==> config.mk <==
export PLATFORM = sky130hd
export DESIGN_NAME = instr_split_buf
export DESIGN_NICKNAME = d
export VERILOG_FILES = /design/src/rtl/instr_split_buf.sv
export SDC_FILE = /design/constraint.sdc
export NUM_CORES = 1
export LEC_CHECK = 0
export CAP_MARGIN = 20
export CORE_MARGIN = 2
export CORE_UTILIZATION = 37
export DETAILED_ROUTE_END_ITERATION = 8
export GPL_ROUTABILITY_DRIVEN = 0
export GPL_TIMING_DRIVEN = 1
export RECOVER_POWER = 50
export SYNTH_ARGS = -nofsm -noshare
export SYNTH_HDL_FRONTEND = slang
export SYNTH_SLANG_ARGS = --single-unit
==> constraint.sdc <==
create_clock -name clk -period 1.74 [get_ports clk]
set_input_delay 0.174 -clock clk [delete_from_list [all_inputs] [get_ports clk]]
set_output_delay 0.174 -clock clk [all_outputs]
set_load 0.01 [all_outputs]
==> src/rtl/instr_split_buf.sv <==
// instr_split_buf: small FIFO that splits each incoming instruction word into
// opcode and data fields at push time and presents the head entry downstream.
// Field order is chosen per push by op_low; stored entries keep their split.
module instr_split_buf #(
    parameter int OP_W   = 4,
    parameter int DATA_W = 8,
    parameter int DEPTH  = 2,
    localparam int W     = OP_W + DATA_W,
    localparam int PW    = (DEPTH > 1) ? $clog2(DEPTH) : 1,
    localparam int CW    = PW + 1
) (
    input  logic              clk,
    input  logic              reset,
    input  logic              in_valid,
    output logic              in_ready,
    input  logic [W-1:0]      in_word,
    input  logic              op_low,
    output logic              out_valid,
    input  logic              out_ready,
    output logic [OP_W-1:0]   out_op,
    output logic [DATA_W-1:0] out_data,
    output logic [CW-1:0]     count,
    output logic              overflow
);

    // Split fields are stored side by side; storage is never cleared, the
    // outputs are masked instead while the buffer is empty.
    logic [OP_W-1:0]   op_mem   [DEPTH];
    logic [DATA_W-1:0] data_mem [DEPTH];

    logic [PW-1:0] wr_ptr_reg;
    logic [PW-1:0] rd_ptr_reg;
    logic [CW-1:0] count_reg;
    logic          overflow_reg;

    logic              push;
    logic              pop;
    logic [OP_W-1:0]   split_op;
    logic [DATA_W-1:0] split_data;

    // Handshake and field split; a pop at full frees a slot in the same cycle.
    always_comb begin
        out_valid  = (count_reg != '0);
        in_ready   = (count_reg < CW'(DEPTH)) || (out_valid && out_ready);
        push       = in_valid && in_ready;
        pop        = out_valid && out_ready;
        split_op   = op_low ? in_word[OP_W-1:0] : in_word[W-1:DATA_W];
        split_data = op_low ? in_word[W-1:OP_W] : in_word[DATA_W-1:0];
    end

    // One write port per entry, enabled when the write pointer selects it.
    generate
        for (genvar gi = 0; gi < DEPTH; gi++) begin : g_entry
            localparam logic [PW-1:0] IDX = PW'(gi);
            always_ff @(posedge clk) begin
                if (push && (wr_ptr_reg == IDX)) begin
                    op_mem[gi]   <= split_op;
                    data_mem[gi] <= split_data;
                end
            end
        end
    endgenerate

    // Pointers, occupancy and the sticky overflow flag.
    always_ff @(posedge clk or posedge reset) begin
        if (reset) begin
            wr_ptr_reg   <= '0;
            rd_ptr_reg   <= '0;
            count_reg    <= '0;
            overflow_reg <= 1'b0;
        end else begin
            if (push) begin
                wr_ptr_reg <= wr_ptr_reg + PW'(1);
            end
            if (pop) begin
                rd_ptr_reg <= rd_ptr_reg + PW'(1);
            end
            if (push && !pop) begin
                count_reg <= count_reg + CW'(1);
            end else if (pop && !push) begin
                count_reg <= count_reg - CW'(1);
            end
            if (in_valid && !in_ready) begin
                overflow_reg <= 1'b1;
            end
        end
    end

    // Head entry, forced to zero while nothing is held.
    always_comb begin
        out_op   = out_valid ? op_mem[rd_ptr_reg]   : '0;
        out_data = out_valid ? data_mem[rd_ptr_reg] : '0;
        count    = count_reg;
        overflow = overflow_reg;
    end

endmodule

* Yosys cells after proc, flatten, opt, wreduce, memory -nomap -nowiden
Memory sizes are Yosys's and may differ from the RTL's.
Index checks and enable logic that the tools add are counted.
W data, S select, Z words.
** Word-level totals
- Register bits after elaboration :: 5
- Bits in latches :: 0
- RAM bits :: 24
- Bits in read-only memories :: 0
- Bits of input ports :: 17
- Word-level logic and storage cells :: 43
- Memories :: 2
** Operators by class
- $add $sub $neg :: 4
- $mul :: 0
- Divide/modulo/power cells :: 0
- $lt $le $gt $ge :: 1
- Equal/unequal tests :: 0
- Shift-type cells :: 0
- Mux-type cells :: 16
- Bitwise gates (word level) :: 1
- Reduce and logical (&&, ||, !) cells :: 15
** Memories
- data_mem :: depth 2, bits a word 8, read ports 1, clocked after Yosys merged registers in 0, wr ports 1, RTL line 29 : logic [DATA_W-1:0] data_mem [DEPTH];
- op_mem :: depth 2, bits a word 4, read ports 1, clocked after Yosys merged registers in 0, wr ports 1, RTL line 28 : logic [OP_W-1:0] op_mem [DEPTH];
** Operators by type and width (number)
- $mux W8 :: 3
- $mux W4 :: 3
- $mux W1 :: 8
- $reduce_or A8 Y1 :: 1
- $logic_and A1 B1 Y1 :: 7
- $mux W2 :: 2
- $reduce_bool A2 Y1 :: 2
- $reduce_or A4 Y1 :: 1
- $logic_not A1 Y1 :: 3
- $add A1 B1 Y1 const B :: 2
- $add A2 B1 Y2 const B :: 1
- $lt A2 B2 Y1 const B :: 1
- $sub A2 B1 Y2 const B :: 1
- $logic_or A1 B1 Y1 :: 1
- $not A1 Y1 :: 1

* Longest topological paths before layout
Gate-level depths: netlist of the first run.
- Depth after elaboration :: 9
- Depth in mapped cells :: 7
- Gate-level depth less buffers :: 7

* Worst setup path before layout of the first run
OpenSTA, ideal clock, no wires.
- Kind :: flip-flop to flip-flop
- Start :: register count_reg[1] (netlist: count[1])
- End :: memory data_mem[0][0] (enable)
- Setup time :: 0.380 ns
- Arrival time :: 1.289 ns
- Data required time :: 1.360 ns
- Setup slack :: 0.071 ns
- Cell stages (with the launch flop) :: 4
- Path buffers :: 0
- Cells stage by stage :: dfrtp_1 nand2b_1 nand2_1 nor2_1
** On the way
- Word-level cells in the longest chain between the ends :: 9
- Elaborated cells between the ends (all ways) :: 14
- Those cells by class :: order compare (1); mux (6); reduce/logical (7)
** RTL lines
- from (decl) :: RTL line 33 : logic [CW-1:0] count_reg;
- from (signal assigned) :: RTL line 79 : count_reg <= count_reg + CW'(1);
- from (signal assigned) :: RTL line 81 : count_reg <= count_reg - CW'(1);
- parallel branches: the longest is 2 deep, another holds $lt A2 B2 Y1
- $logic_or A1 B1 Y1 (*) :: RTL line 44 : in_ready = (count_reg < CW'(DEPTH)) || (out_valid && out_ready);
- named net in_ready :: RTL line 15 : output logic in_ready,
- $logic_and A1 B1 Y1 (*) :: RTL line 45 : push = in_valid && in_ready;
- $logic_and A1 B1 Y1 :: RTL line 56 : if (push && (wr_ptr_reg == IDX)) begin
- $mux W1 :: RTL line 56
- $mux W1 (not written as such) :: RTL line 58 : data_mem[gi] <= split_data;
- $reduce_or A8 Y1 (no line)
- $mux W1 (no line)
- to (decl) :: RTL line 29
Mark *: on every way through the listed nets, which the timed path passes.

* Worst setup path after layout of the first run
- Start :: register count_reg[1] (netlist: count[1])
- End :: output out_data[3]
** On the way
- Word-level cells in the longest chain between the ends :: 2
** RTL lines
- $reduce_bool A2 Y1 :: RTL line 43 : out_valid = (count_reg != '0);
- $mux W8 :: RTL line 92 : out_data = out_valid ? data_mem[rd_ptr_reg] : '0;
- to (decl) :: RTL line 21 : output logic [DATA_W-1:0] out_data,
Every way passes these cells.

==> impl_summary.log, run 1 <==
[metrics] clock tree from TritonCTS: yes
[metrics] kind of cell adding the most delay to the critical path: buffers and inverters
[metrics] number of flip-flops in the largest register: 16
[metrics] utilization after layout: 54.3%
[metrics] maximum clock frequency: 0.623 GHz
[metrics] number of ports placed on the die boundary: 34
[metrics] max-capacitance violation count: 0
[metrics] most frequent cell after synthesis: edfxtp_1
[metrics] Core Area: 3340 um2
[metrics] antenna cells: 0
[metrics] total number of vias: 819
[metrics] level count of the clock H-tree: 2
[metrics] Crit path arrival time: 1.43 ns
[metrics] maximum vdd drop: 0.000730 V
[metrics] post-synthesis register bit count: 29
[metrics] Synth warnings: 0
[metrics] Sink Count: 29
[metrics] antenna violations before repair: 0
[metrics] total die area: 3990 um2
[metrics] buffers plus inverters on the worst setup path: 3
[metrics] cell types occupying the most area after synthesis: edfxtp_1 56%, mux2_2 10%, dfrtp_1 9.7%
[metrics] Max stage delay on crit path: 0.40 ns
[metrics] count of flip-flops with a built-in enable after synthesis: 24
[metrics] cell type contributing the most total cell area after synthesis: edfxtp_1
[metrics] CTS Buffer Depth: 2
[metrics] proportion of register bits with asynchronous set or reset after synthesis: 17.2%
[metrics] cell-internal power: 1.87 mW
[metrics] global-route wire length before repair: 3670 um
[metrics] cell breakdown of the critical path: nor2_2 > buf_6 > buf_4 > nor2_1 > dlygate4sd2_1
[metrics] total routing usage reported by global routing: 12.9%
[metrics] clock edge transition at the registers on the reported setup and hold paths: 0.08 ns
[metrics] total overflow reported by the global router: 0
[metrics] clock insertion delay at the later pin of the skew report: 0.32 ns
[metrics] WHS: 0.189 ns
[metrics] detailed-route wire length per cell: 12.3 um
[metrics] final count of hold timing violations: 0
[metrics] relative max-transition margin: 56.3%
[metrics] switching fraction of total power: 31.0%
[metrics] min cycle time layout: 1.61 ns
[metrics] count of hold-fix buffers inserted at cts: 0
[metrics] detailed-route DRC error count: 0
[metrics] DIE WIDTH: 63.2 um
[metrics] detailed router's first-iteration violation count: 10
[metrics] Req. time, crit path: 1.57 ns
[metrics] slew at the pin closest to its max-slew limit: 0.655 ns
[metrics] category of the worst setup path capture point: primary output
[metrics] switching component of the power: 841 uW
[metrics] most used flip-flop cell after synthesis: edfxtp_1
[metrics] ranking of synthesized cells by instance count: 24 x edfxtp_1, 15 x nor2_1, 12 x mux2_2, 12 x mux2i_1, 5 x dfrtp_1
[metrics] leakage power: 0.754 nW
[metrics] setup repair after global routing missed its margin: false
[metrics] part of the power in combinational logic: 44.3%
[metrics] Nets: 154
[metrics] clock buffers created by TritonCTS: 5
[metrics] share of Yosys cell area claimed by the top area cell type: 55.7%
[metrics] number of port buffers: 33
[metrics] final slew viol count: 0
[metrics] share of power burned in the clock network: 19.0%
[metrics] critical path peak fanout: 11
[metrics] Setup Crit Path Kind: reg2out
[metrics] total power density per cell area: 1500 nW/um2
[metrics] total wire length after detailed routing: 2240 um
[metrics] number of core rows: 21
[metrics] path category of the worst min-delay check: in2async
[metrics] Finish-stage setup viols: 0
[metrics] post-detailed-route count of antenna-violating nets: 0
[metrics] vias in the first global route: 803
[metrics] maximum number of pins on one net before global-route repair: 14
[metrics] fraction of final layout cells with drive strength greater than 1: 18.2%
[metrics] Net Count, Synth: 105
[metrics] Clock Root Buffer: clkbuf_4
[metrics] sequential share of power: 36.7%
[metrics] DR pass1 iterations: 4
[metrics] post-synthesis average cell area: 14.9 um2
[metrics] DP HPWL: 1520 um
[metrics] post-synthesis sequential area ratio: 65.3%
[metrics] highest-delay cell along the critical path: dfrtp_1
[metrics] vertical die dimension: 63.2 um
[metrics] final period utilization: 92.3%
[metrics] largest clock skew in the final design: 0.00554 ns
[metrics] gate count of the mapped netlist: 87
[metrics] Post-Syn Area: 1290 um2
[metrics] Layout Area Growth over Synthesis: 39.9%
[metrics] post-synth cell types: 16
[metrics] type of origin of the critical path: flip-flop
[metrics] via density per instance: 4.48
[metrics] outcome: complete, no violations
[metrics] starting density of the core: 38.8%
[metrics] Setup TNS Final: 0 ns
==> final timing paths <==
path	from	end	slack, ns	cells past startpoint
max reg2reg	count[1]$_DFFE_PP0P_	count[1]$_DFFE_PP0P_	0.15	6
max in group asynchronous	reset	count[0]$_DFFE_PP0P_	1.37	2
min in group clk	in_valid	overflow$_DFFE_PP0P_	0.47	3
min	reset	wr_ptr_reg$_DFFE_PP0N_	0.19	2
max	count[1]$_DFFE_PP0P_	out_data[3]	0.13	5
min reg2reg	overflow$_DFFE_PP0P_	overflow$_DFFE_PP0P_	0.51	1
==> repair_timing <==
item | CTS | global route
setup endpoints to repair | 13 | 4
setup buffers | 2 | 5
resized for setup | 13 | 4
==> power groups by stage <==
stage          Clock, mW  Combinational (mW)  Sequential, mW
2_1_floorplan          0               0.625            1.02
3_3_place_gp           0                1.20            1.03
3_5_place_dp           0                1.21            1.03
4_1_cts            0.526                1.17           0.990
5_1_grt            0.576                1.32            1.01
6_report           0.514                1.20           0.996
==> metal layers <==
layer / share of wire (%) / wire (um) / track usage (%)
met5: 0 / 0 / 0
met4: 2.2 / 50 / 6.67
met1: 41 / 930 / 13.4
met2: 51 / 1150 / 21.1
met3: 5.1 / 115 / 6.79
==> through the flow <==
stage	power (mW)	setup WS, ns	area [um2]	std cells
after global routing	2.91	0.0127	1810	183
after floorplan	1.65	0.0711	1290	87
after global placement	2.22	0.146	1700	168
after CTS	2.69	0.00792	1780	178
final	2.71	0.134	1810	183
after detailed placement	2.24	0.0951	1700	168
==> layout by cell type (no fill, tap or decap) <==
master / synthesis / final
edfxtp_1: 24 / 24
clkdlybuf4s50_1: 0 / 17
nor2_1: 15 / 14
mux2i_1: 12 / 12
dlygate4sd2_1: 0 / 12
buf_4: 2 / 9
mux2_2: 12 / 6
mux2_1: 0 / 6
clkbuf_4: 0 / 5
dfrtp_1: 5 / 5
inv_1: 4 / 4
xnor2_1: 3 / 3
xor2_1: 2 / 2
clkbuf_1: 0 / 2
dlygate4sd3_1: 0 / 2
dlymetal6s2s_1: 0 / 2
buf_6: 2 / 2
o21ai_0: 0 / 1
nand2b_1: 1 / 1
nand2_1: 1 / 1
nor2_2: 0 / 1
and3_1: 1 / 1
o21bai_1: 1 / 1
ha_1: 1 / 1
bufinv_16: 0 / 1
clkinv_1: 0 / 1
clkbuf_2: 0 / 1
==> cells by family (layout without fill, tap and decap cells) <==
kind of cell    Yosys count  in the layout  synth area share (%)
xor+xnor                  5              5                  3.38
buf+inv                   8             58                  4.06
compound gates            2              2                 0.966
fa+ha+maj                 1              1                 0.966
flops                    29             29                  65.3
simple gates             18             18                  5.60
mux                      24             24                  19.7
==> area by class of cell <==
type	instances	area (um2)
Sequential cell	29	846
Tap cell	46	57.6
Inverter	4	15.0
Fill cell	306	1530
Multi-Input combinational cell	50	399
Clock buffer	6	41.3
Clock inverter	2	33.8
Timing Repair Buffer	46	419
Power figures use the tool's default switching activity.
==> run 2, diff against run 1 <==
- ABC_CLOCK_PERIOD_IN_PS: default -> 1740
- CELL_PAD_IN_SITES_DETAIL_PLACEMENT: default -> 2
- CELL_PAD_IN_SITES_GLOBAL_PLACEMENT: default -> 2
- CORE_UTILIZATION: 37 -> 32
- PLACE_DENSITY_LB_ADDON: default -> 0.1
==> impl_summary.log, run 2 (synthesized netlist as in run 1, its figures left out) <==
[metrics] outcome: complete, no violations (unchanged)
[metrics] CTS Buffer Depth: 2 (unchanged)
[metrics] vertical die dimension: 67.6 um (was 63.2 um)
[metrics] Sink Count: 29 (unchanged)
[metrics] final count of hold timing violations: 0 (unchanged)
[metrics] DP HPWL: 2080 um (was 1520 um)
[metrics] detailed router's first-iteration violation count: 4 (was 10)
[metrics] post-detailed-route count of antenna-violating nets: 0 (unchanged)
[metrics] Crit path arrival time: 1.49 ns (was 1.43 ns)
[metrics] maximum vdd drop: 0.000718 V (was 0.000730 V)
[metrics] setup slack of the most critical reg-to-reg path: 0.22 ns (was 0.15 ns)
[metrics] DIE WIDTH: 67.6 um (was 63.2 um)
[metrics] fraction of final layout cells with drive strength greater than 1: 14.3% (was 18.2%)
[metrics] relative max-transition margin: 54.7% (was 56.3%)
[metrics] final worst setup slack: 0.0732 ns (was 0.134 ns)
[metrics] category of the worst setup path capture point: primary output (unchanged)
[metrics] dpl ws: 0.0524 ns (was 0.0951 ns)
[metrics] total number of vias: 834 (was 819)
[metrics] final slew viol count: 0 (unchanged)
[metrics] clock insertion delay at the later pin of the skew report: 0.27 ns (was 0.32 ns)
[metrics] Finish-stage setup viols: 0 (unchanged)
[metrics] final period utilization: 95.8% (was 92.3%)
[metrics] via density per instance: 4.56 (was 4.48)
[metrics] Req. time, crit path: 1.57 ns (about the same)
[metrics] antenna violations before repair: 0 (unchanged)
[metrics] total routing usage reported by global routing: 13.7% (was 12.9%)
[metrics] WHS: 0.235 ns (was 0.189 ns)
[metrics] clock tree from TritonCTS: yes (unchanged)
[metrics] number of ports placed on the die boundary: 34 (unchanged)
[metrics] detailed-route DRC error count: 0 (unchanged)
[metrics] Setup Crit Path Kind: reg2out (unchanged)
[metrics] total die area: 4570 um2 (was 3990 um2)
[metrics] total wire length after detailed routing: 2760 um (was 2240 um)
[metrics] number of flip-flops in the largest register: 16 (unchanged)
[metrics] critical path peak fanout: 9 (was 11)
[metrics] min cycle time layout: 1.67 ns (was 1.61 ns)
[metrics] DP Cell Count: 174 (was 168)
[metrics] maximum clock frequency: 0.600 GHz (was 0.623 GHz)
[metrics] Clock Root Buffer: clkbuf_8 (was clkbuf_4)
[metrics] global-route wire length before repair: 4260 um (was 3670 um)
[metrics] Layout Area Growth over Synthesis: 39.5% (was 39.9%)
[metrics] slew at the pin closest to its max-slew limit: 0.679 ns (was 0.655 ns)
[metrics] largest clock skew in the final design: 0.00131 ns (was 0.00554 ns)
[metrics] detailed-route wire length per cell: 15.1 um (was 12.3 um)
[metrics] clock edge transition at the registers on the reported setup and hold paths: 0.06 ns (was 0.08 ns)
[metrics] max-capacitance violation count: 0 (unchanged)
[metrics] DR pass1 iterations: 3 (was 4)
[metrics] vias in the first global route: 883 (was 803)
[metrics] path category of the worst min-delay check: in2async (unchanged)
[metrics] level count of the clock H-tree: 2 (unchanged)
[metrics] Worst Reg2Reg Path Length in Cells: 8 (was 6)
[metrics] total power density per cell area: 1500 nW/um2 (about the same)
[metrics] clock buffers created by TritonCTS: 5 (unchanged)
[metrics] Nets: 150 (was 154)
[metrics] non-filler cells in the finished layout: 183 (unchanged)
[metrics] most frequent standard cell in the layout excluding fill and tap cells: edfxtp_1 (unchanged)
[metrics] leakage power: 0.741 nW (was 0.754 nW)
[metrics] maximum number of pins on one net before global-route repair: 13 (was 14)
[metrics] starting density of the core: 32.8% (was 38.8%)
[metrics] number of core rows: 23 (was 21)
[metrics] antenna cells: 0 (unchanged)
[metrics] Core Area: 3940 um2 (was 3340 um2)
[metrics] count of hold-fix buffers inserted at cts: 0 (unchanged)
[metrics] total overflow reported by the global router: 0 (unchanged)
[metrics] commonest cells after routing, fill and taps aside: 24 x edfxtp_1, 17 x clkdlybuf4s50_1, 14 x nor2_1 (unchanged)
[metrics] setup repair after global routing missed its margin: false (unchanged)
[metrics] Setup TNS Final: 0 ns (unchanged)
[metrics] type of origin of the critical path: flip-flop (unchanged)
[metrics] number of port buffers: 33 (unchanged)
[run 2: per-layer routing]
metal  GRT usage, %  wire length (um)  vias up
met1           14.4              1080      413
li1               -                 -      397
met3           3.50               120        2
met5              0                 0        -
met2           24.5              1540       22
met4           7.65                16        0
[run 2: path summary, 6_finish.rpt]
kind	endpoint	startpoint
worst max-delay path	out_valid	count[0]$_DFFE_PP0P_
worst min-delay path	overflow$_DFFE_PP0P_	reset
worst max register to register	count[1]$_DFFE_PP0P_	count[1]$_DFFE_PP0P_
worst min register to register	overflow$_DFFE_PP0P_	overflow$_DFFE_PP0P_
max in group asynchronous	rd_ptr_reg$_DFFE_PP0P_	reset
min in group clk	overflow$_DFFE_PP0P_	overflow$_DFFE_PP0P_
[run 2: final cells by class]
cell class                      instances  area [um2]
Multi-Input combinational cell         50         403
Tap cell                               50        62.6
Sequential cell                        29         846
Inverter                                4        15.0
Timing Repair Buffer                   42         400
Fill cell                             381        2140
Clock buffer                            8        80.1
[run 2: stage by stage]
step / total power, mW / cell area [um2] / utilization [%]
final: 2.72 / 1810 / 45.8
after global routing: 2.91 / 1810 / 45.8
after CTS: 2.79 / 1810 / 45.9
after detailed placement: 2.34 / 1740 / 44.0
after global placement: 2.29 / 1740 / 44.0
after floorplan: 1.65 / 1290 / -
[run 2: report_power, final]
part	internal (mW)	total, mW	leakage (nW)	switching [mW]
clock network	0.283	0.515	0.0395	0.232
registers	0.942	1.01	0.278	0.0662
logic	0.608	1.20	0.423	0.588
[run 2: repair_timing]
| action | CTS | global route |
|---|---|---|
| pin swaps | 0 | 1 |
| gates resized for setup | 10 | 6 |
| setup endpoints to repair | 13 | 4 |
| buffers inserted | 1 | 0 |
[run 2: critical path, cell delays in order (launching register included)]
cell	delay [ns]
dfrtp_1	0.39
nor2_2	0.16
buf_6	0.16
inv_1	0.04
clkdlybuf4s50_1	0.46
==> run 3, diff against run 2 <==
--- a/config.mk
+++ b/config.mk
@@ -15,5 +15,5 @@
 export GPL_ROUTABILITY_DRIVEN = 0
 export GPL_TIMING_DRIVEN = 1
-export PLACE_DENSITY_LB_ADDON = 0.1
+export PLACE_DENSITY = 0.75
 export RECOVER_POWER = 50
 export SYNTH_ARGS = -nofsm -noshare
==> constraint.sdc (replaced) <==
create_clock -name clk -period 1.74 [get_ports clk]
set_input_delay 0.174 -clock clk [delete_from_list [all_inputs] [get_ports clk]]
set_output_delay 0.174 -clock clk [all_outputs]
set_load 0.005 [all_outputs]
==> impl_summary.log, run 3 (synthesized netlist as in run 1, its figures left out) <==
[metrics] outcome: complete, no violations (unchanged)
[metrics] Worst Reg2Reg Path Length in Cells: 7 (was 8)
[metrics] clock tree from TritonCTS: yes (unchanged)
[metrics] DP HPWL: 2140 um (was 2080 um)
[metrics] final period utilization: 97.0% (was 95.8%)
[metrics] CTS Buffer Depth: 2 (unchanged)
[metrics] maximum number of pins on one net before global-route repair: 14 (was 13)
[metrics] number of core rows: 23 (unchanged)
[metrics] vias in the first global route: 957 (was 883)
[metrics] setup slack of the most critical reg-to-reg path: 0.14 ns (was 0.22 ns)
[metrics] antenna cells: 0 (unchanged)
[metrics] worst reg2reg endpoint: count[1]$_DFFE_PP0P_ (unchanged)
[metrics] Finish-stage setup viols: 0 (unchanged)
[metrics] final slew viol count: 0 (unchanged)
[metrics] leakage power: 0.743 nW (was 0.741 nW)
[metrics] total routing usage reported by global routing: 15.3% (was 13.7%)
[metrics] level count of the clock H-tree: 2 (unchanged)
[metrics] type of origin of the critical path: flip-flop (unchanged)
[metrics] DR pass1 iterations: 3 (unchanged)
[metrics] maximum clock frequency: 0.592 GHz (was 0.600 GHz)
[metrics] final count of hold timing violations: 0 (unchanged)
[metrics] clock insertion delay at the later pin of the skew report: 0.28 ns (was 0.27 ns)
[metrics] fraction of final layout cells with drive strength greater than 1: 15.9% (was 14.3%)
[metrics] number of ports placed on the die boundary: 34 (unchanged)
[metrics] slew at the pin closest to its max-slew limit: 0.654 ns (was 0.679 ns)
[metrics] min cycle time layout: 1.69 ns (was 1.67 ns)
[metrics] Sink Count: 29 (unchanged)
[metrics] WHS: 0.231 ns (was 0.235 ns)
[metrics] number of flip-flops in the largest register: 16 (unchanged)
[metrics] DIE WIDTH: 67.6 um (unchanged)
[metrics] antenna violations before repair: 0 (unchanged)
[metrics] startpoint of the most critical register-to-register path: count[1]$_DFFE_PP0P_ (unchanged)
[metrics] detailed-route DRC error count: 0 (unchanged)
[metrics] clock buffers created by TritonCTS: 5 (unchanged)
[metrics] detailed-route wire length per cell: 16.2 um (was 15.1 um)
[metrics] most frequent standard cell in the layout excluding fill and tap cells: edfxtp_1 (unchanged)
[metrics] starting density of the core: 32.8% (unchanged)
[metrics] Setup Crit Path Kind: reg2out (unchanged)
[metrics] Crit path arrival time: 1.51 ns (was 1.49 ns)
[metrics] critical path peak fanout: 4 (was 9)
[metrics] commonest cells after routing, fill and taps aside: 24 x edfxtp_1, 18 x clkdlybuf4s50_1, 15 x nor2_1 (was 24 x edfxtp_1, 17 x clkdlybuf4s50_1, 14 x nor2_1)
[metrics] via density per instance: 4.54 (was 4.56)
[metrics] vertical die dimension: 67.6 um (unchanged)
[metrics] total overflow reported by the global router: 0 (unchanged)
[metrics] Crit. Startpoint: count[1]$_DFFE_PP0P_ (was count[0]$_DFFE_PP0P_)
[metrics] total number of vias: 854 (was 834)
[metrics] global-route wire length before repair: 4690 um (was 4260 um)
[metrics] category of the worst setup path capture point: primary output (unchanged)
[metrics] relative max-transition margin: 56.4% (was 54.7%)
[metrics] maximum vdd drop: 0.000706 V (was 0.000718 V)
[metrics] total die area: 4570 um2 (unchanged)
[metrics] largest clock skew in the final design: 0.00441 ns (was 0.00131 ns)
[metrics] post-detailed-route count of antenna-violating nets: 0 (unchanged)
[metrics] total wire length after detailed routing: 3050 um (was 2760 um)
[metrics] PnR Total Power: 2.70 mW (was 2.72 mW)
[metrics] total power density per cell area: 1480 nW/um2 (was 1500 nW/um2)
[metrics] clock edge transition at the registers on the reported setup and hold paths: 0.06 ns (about the same)
[metrics] Layout Area Growth over Synthesis: 40.7% (was 39.5%)
[metrics] detailed router's first-iteration violation count: 7 (was 4)
[metrics] Req. time, crit path: 1.57 ns (about the same)
[metrics] max-capacitance violation count: 0 (unchanged)
[metrics] number of port buffers: 33 (unchanged)
[metrics] Core Area: 3940 um2 (unchanged)
[metrics] path category of the worst min-delay check: in2async (unchanged)
[metrics] Clock Root Buffer: clkbuf_8 (unchanged)
[metrics] Nets: 155 (was 150)
## run 3: changes by cell type in the layout (fill, tap and decap cells not counted), sizes merged
cell	change
clkdlybuf4s25	-1
buf	+5
clkdlybuf4s50	+1
dlygate4sd2	+2
dlymetal6s2s	-2
## run 3: how the worst max path moves through the flow
stage | slack (ns) | endpoint | cells past startpoint
final | 0.05 | in_ready | 3
after global routing | -0.02 | out_valid | 4
after CTS | 0.02 | out_valid | 4
after detailed placement | -0.01 | count[1]$_DFFE_PP0P_ | 7
after global placement | 0.14 | out_data[4] | 4
after floorplan | 0.15 | data_mem[0][0]$_DFFE_PP_ | 3
## run 3: where the power goes
| part | leakage, nW | switching (mW) | internal [mW] |
|---|---|---|---|
| registers | 0.275 | 0.0877 | 0.949 |
| clock network | 0.0395 | 0.237 | 0.283 |
| logic | 0.428 | 0.506 | 0.640 |
## run 3: area by class of cell
type,count,area (um2)
fillers,385,2120
flip-flops and latches,29,850
repair buffers,47,418
multi-input cells,50,397
clock buffers,8,80.1
well taps,50,62.6
inverters,4,15.0
## run 3: repair_timing
action,4_1_cts,5_1_grt
pin swaps,0,0
setup buffers,4,4
hold buffers,0,0
gates resized for setup,15,1
setup endpoints to repair,13,1
## run 3: worst max-delay path, cell delays in order (launching register included)
cell and delay, ns:
dfrtp_2 0.42, buf_4 0.15, nand2b_1 0.13, clkdlybuf4s50_1 0.52
## run 3: per-stage QoR
stage | setup slack (ns) | util, % | cell area [um2] | TNS, ns | instances
after floorplan | 0.149 | - | 1290 | 0 | 87
after global placement | 0.136 | 43.3 | 1710 | 0 | 172
after detailed placement | -0.0124 | 43.3 | 1710 | -0.0124 | 172
after CTS | 0.0209 | 45.8 | 1810 | 0 | 184
after global routing | -0.0221 | 46.2 | 1820 | -0.0221 | 188
final | 0.0518 | 46.2 | 1820 | 0 | 188
## run 3: layer usage
metal	wire length (um)	GRT usage, %	vias to the layer above
met5	0	0	-
met4	74	9.95	0
met3	98	4.00	7
met2	1790	27.9	17
met1	1080	15.0	424
li1	-	-	406
